<file path="src/rtl/phy_apb_init_seq.sv">
`default_nettype none
// ============================================================================
//  Module   : phy_apb_init_seq
//  Purpose  : PCIe PHY bring-up sequencer and single-transfer APB master.
//             Issues the uC boot write, waits for uc_init_complete, releases
//             the PHY resets after RST_DLY cycles, then forwards host
//             register commands to the PHY APB slave.
//  Options  : `define PHY_APB_TIMEOUT_EN to abort ACCESS phases that stall
//             on pready for TIMEOUT_CYC cycles.
//  Revision : 1.0 - initial release
// ============================================================================
module phy_apb_init_seq #(
    parameter int                AWIDTH      = 18,
    parameter int                DWIDTH      = 32,
    parameter logic [AWIDTH-1:0] BOOT_ADDR   = 18'h3_0068,
    parameter logic [DWIDTH-1:0] BOOT_DATA   = 32'h1000_0000,
    parameter int                RST_DLY     = 20,
    parameter int                TIMEOUT_CYC = 256
) (
    input  logic              clk,
    input  logic              resetn,
    input  logic              uc_init_complete,
    output logic              phy_reset_n,
    output logic              phy_p00_reset_n,
    output logic              init_done,
    output logic              init_err,
    input  logic              cmd_valid,
    output logic              cmd_ready,
    input  logic [AWIDTH-1:0] cmd_addr,
    input  logic [DWIDTH-1:0] cmd_wdata,
    input  logic              cmd_write,
    output logic              rsp_valid,
    output logic [DWIDTH-1:0] rsp_rdata,
    output logic              rsp_err,
    output logic [AWIDTH-1:0] paddr,
    output logic              psel,
    output logic              penable,
    output logic              pwrite,
    output logic [DWIDTH-1:0] pwdata,
    input  logic [DWIDTH-1:0] prdata,
    input  logic              pready,
    input  logic              pslverr
);

    typedef enum logic [2:0] {
        BOOT_SETUP  = 3'd0,
        BOOT_ACCESS = 3'd1,
        WAIT_UC     = 3'd2,
        DLY         = 3'd3,
        RUN         = 3'd4,
        CMD_SETUP   = 3'd5,
        CMD_ACCESS  = 3'd6,
        ERR         = 3'd7
    } state_t;

    localparam logic [7:0] c_dly_load = 8'(RST_DLY - 1);

    state_t              r_state;
    state_t              w_next;
    logic                r_armed;
    logic                r_uc_meta;
    logic                r_uc_sync;
    logic                r_uc_prev;
    logic                w_uc_rise;
    logic [7:0]          r_dly_cnt;
    logic                r_released;
    logic [AWIDTH-1:0]   r_cmd_addr;
    logic [DWIDTH-1:0]   r_cmd_wdata;
    logic                r_cmd_write;
    logic                r_rsp_valid;
    logic [DWIDTH-1:0]   r_rsp_rdata;
    logic                r_rsp_err;
    logic                w_bus_boot;
    logic                w_bus_cmd;
    logic                w_capture;
    logic                w_dly_load;
    logic                w_release;
    logic                w_xfer_done;
    logic                w_xfer_err;
    logic                w_tmo_hit;

    assign w_uc_rise = r_uc_sync & ~r_uc_prev;

`ifdef PHY_APB_TIMEOUT_EN
    localparam int                 c_tmo_w    = $clog2(TIMEOUT_CYC + 1);
    localparam logic [c_tmo_w-1:0] c_tmo_last = c_tmo_w'(TIMEOUT_CYC - 1);

    logic [c_tmo_w-1:0] r_tmo_cnt;

    // The last permitted stalled ACCESS cycle ends the transfer.
    assign w_tmo_hit = penable & ~pready & (r_tmo_cnt == c_tmo_last);

    // Count ACCESS cycles stalled on pready; cleared whenever the bus is not waiting.
    always_ff @(posedge clk or negedge resetn) begin
        if (!resetn) begin
            r_tmo_cnt <= '0;
        end else if (penable & ~pready & ~w_tmo_hit) begin
            r_tmo_cnt <= r_tmo_cnt + 1'b1;
        end else begin
            r_tmo_cnt <= '0;
        end
    end
`else
    // No timeout in this build: ACCESS waits on pready for as long as it takes.
    assign w_tmo_hit = (TIMEOUT_CYC < 0);
`endif

    // State register.
    always_ff @(posedge clk or negedge resetn) begin
        if (!resetn) begin
            r_state <= BOOT_SETUP;
        end else begin
            r_state <= w_next;
        end
    end

    // Next-state decode plus the single-cycle control strobes for the datapath.
    always_comb begin
        w_next      = r_state;
        w_capture   = 1'b0;
        w_dly_load  = 1'b0;
        w_release   = 1'b0;
        w_xfer_done = 1'b0;
        w_xfer_err  = 1'b0;
        case (r_state)
            BOOT_SETUP: begin
                if (r_armed) begin
                    w_next = BOOT_ACCESS;
                end
            end
            BOOT_ACCESS: begin
                if (pready) begin
                    w_next = pslverr ? ERR : WAIT_UC;
                end else if (w_tmo_hit) begin
                    w_next = ERR;
                end
            end
            WAIT_UC: begin
                if (w_uc_rise) begin
                    w_next     = DLY;
                    w_dly_load = 1'b1;
                end
            end
            DLY: begin
                if (r_dly_cnt == 8'd0) begin
                    w_next    = RUN;
                    w_release = 1'b1;
                end
            end
            RUN: begin
                if (cmd_valid) begin
                    w_next    = CMD_SETUP;
                    w_capture = 1'b1;
                end
            end
            CMD_SETUP: begin
                w_next = CMD_ACCESS;
            end
            CMD_ACCESS: begin
                if (pready) begin
                    w_next      = RUN;
                    w_xfer_done = 1'b1;
                    w_xfer_err  = pslverr;
                end else if (w_tmo_hit) begin
                    w_next      = RUN;
                    w_xfer_done = 1'b1;
                    w_xfer_err  = 1'b1;
                end
            end
            ERR: begin
                w_next = ERR;
            end
            default: begin
                w_next = BOOT_SETUP;
            end
        endcase
    end

    // Datapath: reset-release arming, uc synchronizer, delay counter, command capture, response.
    always_ff @(posedge clk or negedge resetn) begin
        if (!resetn) begin
            r_armed     <= 1'b0;
            r_uc_meta   <= 1'b0;
            r_uc_sync   <= 1'b0;
            r_uc_prev   <= 1'b0;
            r_dly_cnt   <= 8'd0;
            r_released  <= 1'b0;
            r_cmd_addr  <= '0;
            r_cmd_wdata <= '0;
            r_cmd_write <= 1'b0;
            r_rsp_valid <= 1'b0;
            r_rsp_rdata <= '0;
            r_rsp_err   <= 1'b0;
        end else begin
            // One idle clock after reset release keeps the APB outputs clear of
            // the asynchronous deassertion edge.
            r_armed   <= 1'b1;
            r_uc_meta <= uc_init_complete;
            r_uc_sync <= r_uc_meta;
            r_uc_prev <= r_uc_sync;
            if (w_dly_load) begin
                r_dly_cnt <= c_dly_load;
            end else if ((r_state == DLY) && (r_dly_cnt != 8'd0)) begin
                r_dly_cnt <= r_dly_cnt - 8'd1;
            end
            if (w_release) begin
                r_released <= 1'b1;
            end
            if (w_capture) begin
                r_cmd_addr  <= cmd_addr;
                r_cmd_wdata <= cmd_wdata;
                r_cmd_write <= cmd_write;
            end
            r_rsp_valid <= w_xfer_done;
            r_rsp_err   <= w_xfer_done & w_xfer_err;
            // Read data only when the slave actually completed a read.
            r_rsp_rdata <= (w_xfer_done & pready & ~r_cmd_write) ? prdata : '0;
        end
    end

    assign w_bus_boot = (r_state == BOOT_SETUP) || (r_state == BOOT_ACCESS);
    assign w_bus_cmd  = (r_state == CMD_SETUP)  || (r_state == CMD_ACCESS);

    assign psel    = r_armed & (w_bus_boot | w_bus_cmd);
    assign penable = r_armed & ((r_state == BOOT_ACCESS) || (r_state == CMD_ACCESS));
    assign paddr   = !psel ? '0 : (w_bus_boot ? BOOT_ADDR : r_cmd_addr);
    assign pwdata  = !psel ? '0 : (w_bus_boot ? BOOT_DATA : r_cmd_wdata);
    assign pwrite  = psel & (w_bus_boot | r_cmd_write);

    assign cmd_ready       = (r_state == RUN);
    assign init_err        = (r_state == ERR);
    assign phy_reset_n     = r_released;
    assign phy_p00_reset_n = r_released;
    assign init_done       = r_released;

    assign rsp_valid = r_rsp_valid;
    assign rsp_rdata = r_rsp_rdata;
    assign rsp_err   = r_rsp_err;

endmodule
`default_nettype wire
</file>
<file path="config.mk">
export PLATFORM = sky130hd
export DESIGN_NAME = phy_apb_init_seq
export DESIGN_NICKNAME = d
export VERILOG_FILES = /design/src/rtl/phy_apb_init_seq.sv
export SDC_FILE = /design/constraint.sdc
export NUM_CORES = 1
export LEC_CHECK = 0
export CAP_MARGIN = 20
export CORE_MARGIN = 3
export CORE_UTILIZATION = 24
export DETAILED_ROUTE_END_ITERATION = 6
export SLEW_MARGIN = 20
export SYNTH_ARGS = -nofsm -noshare
export SYNTH_HDL_FRONTEND = slang
export SYNTH_SLANG_ARGS = --single-unit
</file>
<file path="constraint.sdc">
create_clock -name clk -period 3.9 [get_ports clk]
set_input_delay 0.585 -clock clk [delete_from_list [all_inputs] [get_ports clk]]
set_output_delay 0.585 -clock clk [all_outputs]
set_load 0.005 [all_outputs]
</file>
==> results.json <==
{
  "hold_ws_ps": 195,
  "powerDensity_mw_per_mm2": 664,
  "synthAdderAreaFrac_pct": 0.577,
  "synth_edf_count": 0,
  "synth_nets": 430,
  "grt_start_max_net_pins": 37,
  "cts_root_buf": "clkbuf_16",
  "synth-main-ff-cell": "dfrtp_1",
  "wl_mm": 10.8,
  "numClockSinks": 101,
  "startpoint_type": "flip-flop",
  "globalRouteOverflowTotal": 0,
  "drc": 0,
  "synth_xor_area_share_pct": 0.404,
  "hold_buffers": 0,
  "dr_total_vias": 3138,
  "dpl_cell_area_mm2": 0.00632,
  "cts_tree": "done",
  "die_x_um": 140,
  "slowest_stage": "dfrtp_1",
  "r2r_end": "r_cmd_wdata[27]",
  "reg2reg_depth": 4,
  "final_cell_area_mm2": 0.00662,
  "firstDrtPassIters": 3,
  "switching_power_mw": 1.31,
  "fin_nets": 604,
  "first_global_vias": 3423,
  "synth_top_family_by_area": "simple AND/OR/NAND/NOR gates",
  "synth_common_cells": "101 x dfrtp_1, 78 x and2_1, 51 x mux2_2",
  "arrival_ps": 2630,
  "dpl_worst_slack_ps": 1000,
  "fin_tns_setup_ps": 0,
  "finalCriticalPeriod_ps": 3210,
  "ctsResizeCount": 0,
  "postRouteAntennaNets": 0,
  "final-hold-violation-count": 0,
  "dp_hpwl_mm": 8.14,
  "numCtsBuffers": 9,
  "cp_max_fo": 32,
  "dieArea_mm2": 0.0197,
  "cts_max_level": 3,
  "grt_setup_unrepaired": "false",
  "rrSetupSlack_ps": 1950,
  "synth_warnings": 0,
  "synthArstFlopShare_pct": 100,
  "synth_top_area_cell": "dfrtp_1",
  "cts_buffer_depth": 2,
  "outcome": "finished, final reports clean",
  "num_rows": 48,
  "p_sw_share_pct": 29.9,
  "path_cells": "xor2_1, and3_1, buf_4, and2_1, clkdlybuf4s50_1",
  "gp_congestion": 0.774,
  "grt_pass1_wl_mm": 17.7,
  "synth_mux_area_share_pct": 14.9,
  "dr.first_iter.drc_count": 88,
  "n_antenna_cell": 0,
  "seq_power_share_pct": 38.1,
  "max_stage_delay_ps": 700,
  "ys_seq_elements": 101,
  "drive_gt1_share_pct": 15.4,
  "clock_latency_ps": 340,
  "yosys.area_share.simple_pct": 19.2,
  "yosys-top-cells-area": "dfrtp_1 58%, mux2_2 13%, and2_1 11%",
  "synth-compound-area-share_pct": 3.29,
  "core_mm2": 0.0175,
  "p_leak_nw": 2.78,
  "comb_power_share_pct": 41.5,
  "grt_use_total_pct": 11.3,
  "cp.required_ps": 3310,
  "clk_pin_slew_ps": 60,
  "ys_types": 43,
  "grt_antenna_before_repair": 1,
  "fin_crit_sh_pct": 82.4,
  "synth_top_area_share_pct": 58.3,
  "start_util_pct": 24.8,
  "yosysSeqAreaShare_pct": 58.3,
  "clock-skew-final_ps": 6.69,
  "pwr-share-clk_pct": 20.4,
  "yosysMostFrequentCell": "dfrtp_1",
  "syn_area_per_cell_um2": 12.8,
  "areaGrowthSynthToFinish_pct": 52.8,
  "vias_per_cell": 4.22,
  "setup_viol": 0,
  "crit_path_end_kind": "output pin",
  "worst_pin_slew_ps": 765,
  "ir_drop_mv": 0.270,
  "die_height_um": 140,
  "port_buffers": 180,
  "finalMaxSlewViolations": 0,
  "layout_setup_ws_ps": 687,
  "syn_inst": 339,
  "p_int_mw": 3.08,
  "cap_viol_max_count": 0,
  "io_pins": 181,
  "wire_per_inst_um": 14.5,
  "post_cts_buffers": 0,
  "relSlewSlack_pct": 49.0,
  "power.total_mw": 4.40,
  "syn_area_mm2": 0.00433,
  "min_path_type": "in2async",
  "crit_type": "reg2out",
  "reg2reg_from": "r_state[0]",
  "timing.fmax_ghz": 0.311
}
final cells by class:
type,count,area [µm²]
clock buffers,11,243
clock inverters,5,60.1
fillers,1705,10900
inverters,2,7.51
multi-input cells,214,1670
flip-flops and latches,101,2530
well taps,225,282
repair buffers,185,1840
through the flow:
stage	instances	util, %
finish	743	37.9
global placement	727	36.2
CTS	743	37.9
global route	743	37.9
detailed placement	727	36.2
floorplan	339	-
logic make-up after synthesis:
| logic type | Yosys count |
|---|---|
| compound gates | 22 |
| xor+xnor | 2 |
| fa+ha+maj | 2 |
| buf+inv | 24 |
| flops | 101 |
| mux | 58 |
| other cells | 1 |
| simple gates | 129 |
layer usage:
layer / share of wire, % / routed length (µm) / vias up / track usage (%)
li1: - / - / 1489 / -
met1: 39 / 4200 / 1492 / 12.9
met2: 47 / 5070 / 139 / 18.2
met3: 12 / 1280 / 16 / 6.28
met4: 2.1 / 227 / 2 / 3.62
met5: 0.065 / 7 / - / 0
sequential cells by signal (all words and copies together), names as in the netlist:
name,count
r_cmd_wdata,32
r_uc_sync,1
rsp_rdata,32
r_dly_cnt,8
r_uc_meta,1
r_cmd_addr,18
r_uc_prev,1
rsp_err,1
rsp_valid,1
init_done,1
r_cmd_write,1
r_armed,1
r_state,3
power by group through the flow:
stage	Clock (mW)	Combinational, mW	Sequential, mW
after floorplan	0	1.06	1.59
final	0.899	1.82	1.67
after global routing	0.984	2.01	1.73
after CTS	0.945	1.87	1.68
after detailed placement	0	1.86	1.70
after global placement	0	1.82	1.69
how the worst max path moves through the flow:
stage	startpoint	end	slack, ps	cells past startpoint
2_1_floorplan	r_state[2]	penable	2040	3
3_3_place_gp	r_state[1]	pwdata[7]	1070	5
3_5_place_dp	r_state[1]	pwdata[29]	1000	5
4_1_cts	r_state[1]	pwdata[29]	620	5
5_1_grt	r_state[1]	pwdata[9]	420	5
6_report	r_state[1]	paddr[1]	690	5
cells in the final DEF (no fill, tap or decap), types with 3 or more instances in the layout:
cell             netlist  final
dfrtp_1              101    101
clkbuf_16              0      9
buf_4                  3      6
a21oi_1                4      4
nor3_1                 3      3
clkinvlp_4             0      4
o211ai_1               4      4
mux2_2                51     51
nand3b_1               3      3
mux2i_1                7      7
clkdlybuf4s50_1        0    179
o21ai_0                7      7
nor2_1                12     12
nor3b_1                9      9
and2_1                78     78
worst max-delay path: cells and delay by family, from the launching register on:
kind                      cells  cell delay (ps)
buffers and inverters         2              840
and+or+nand+nor               2              560
DFF                           1              700
xor gates and xnor gates      1              180
Power figures use the tool's default switching activity.
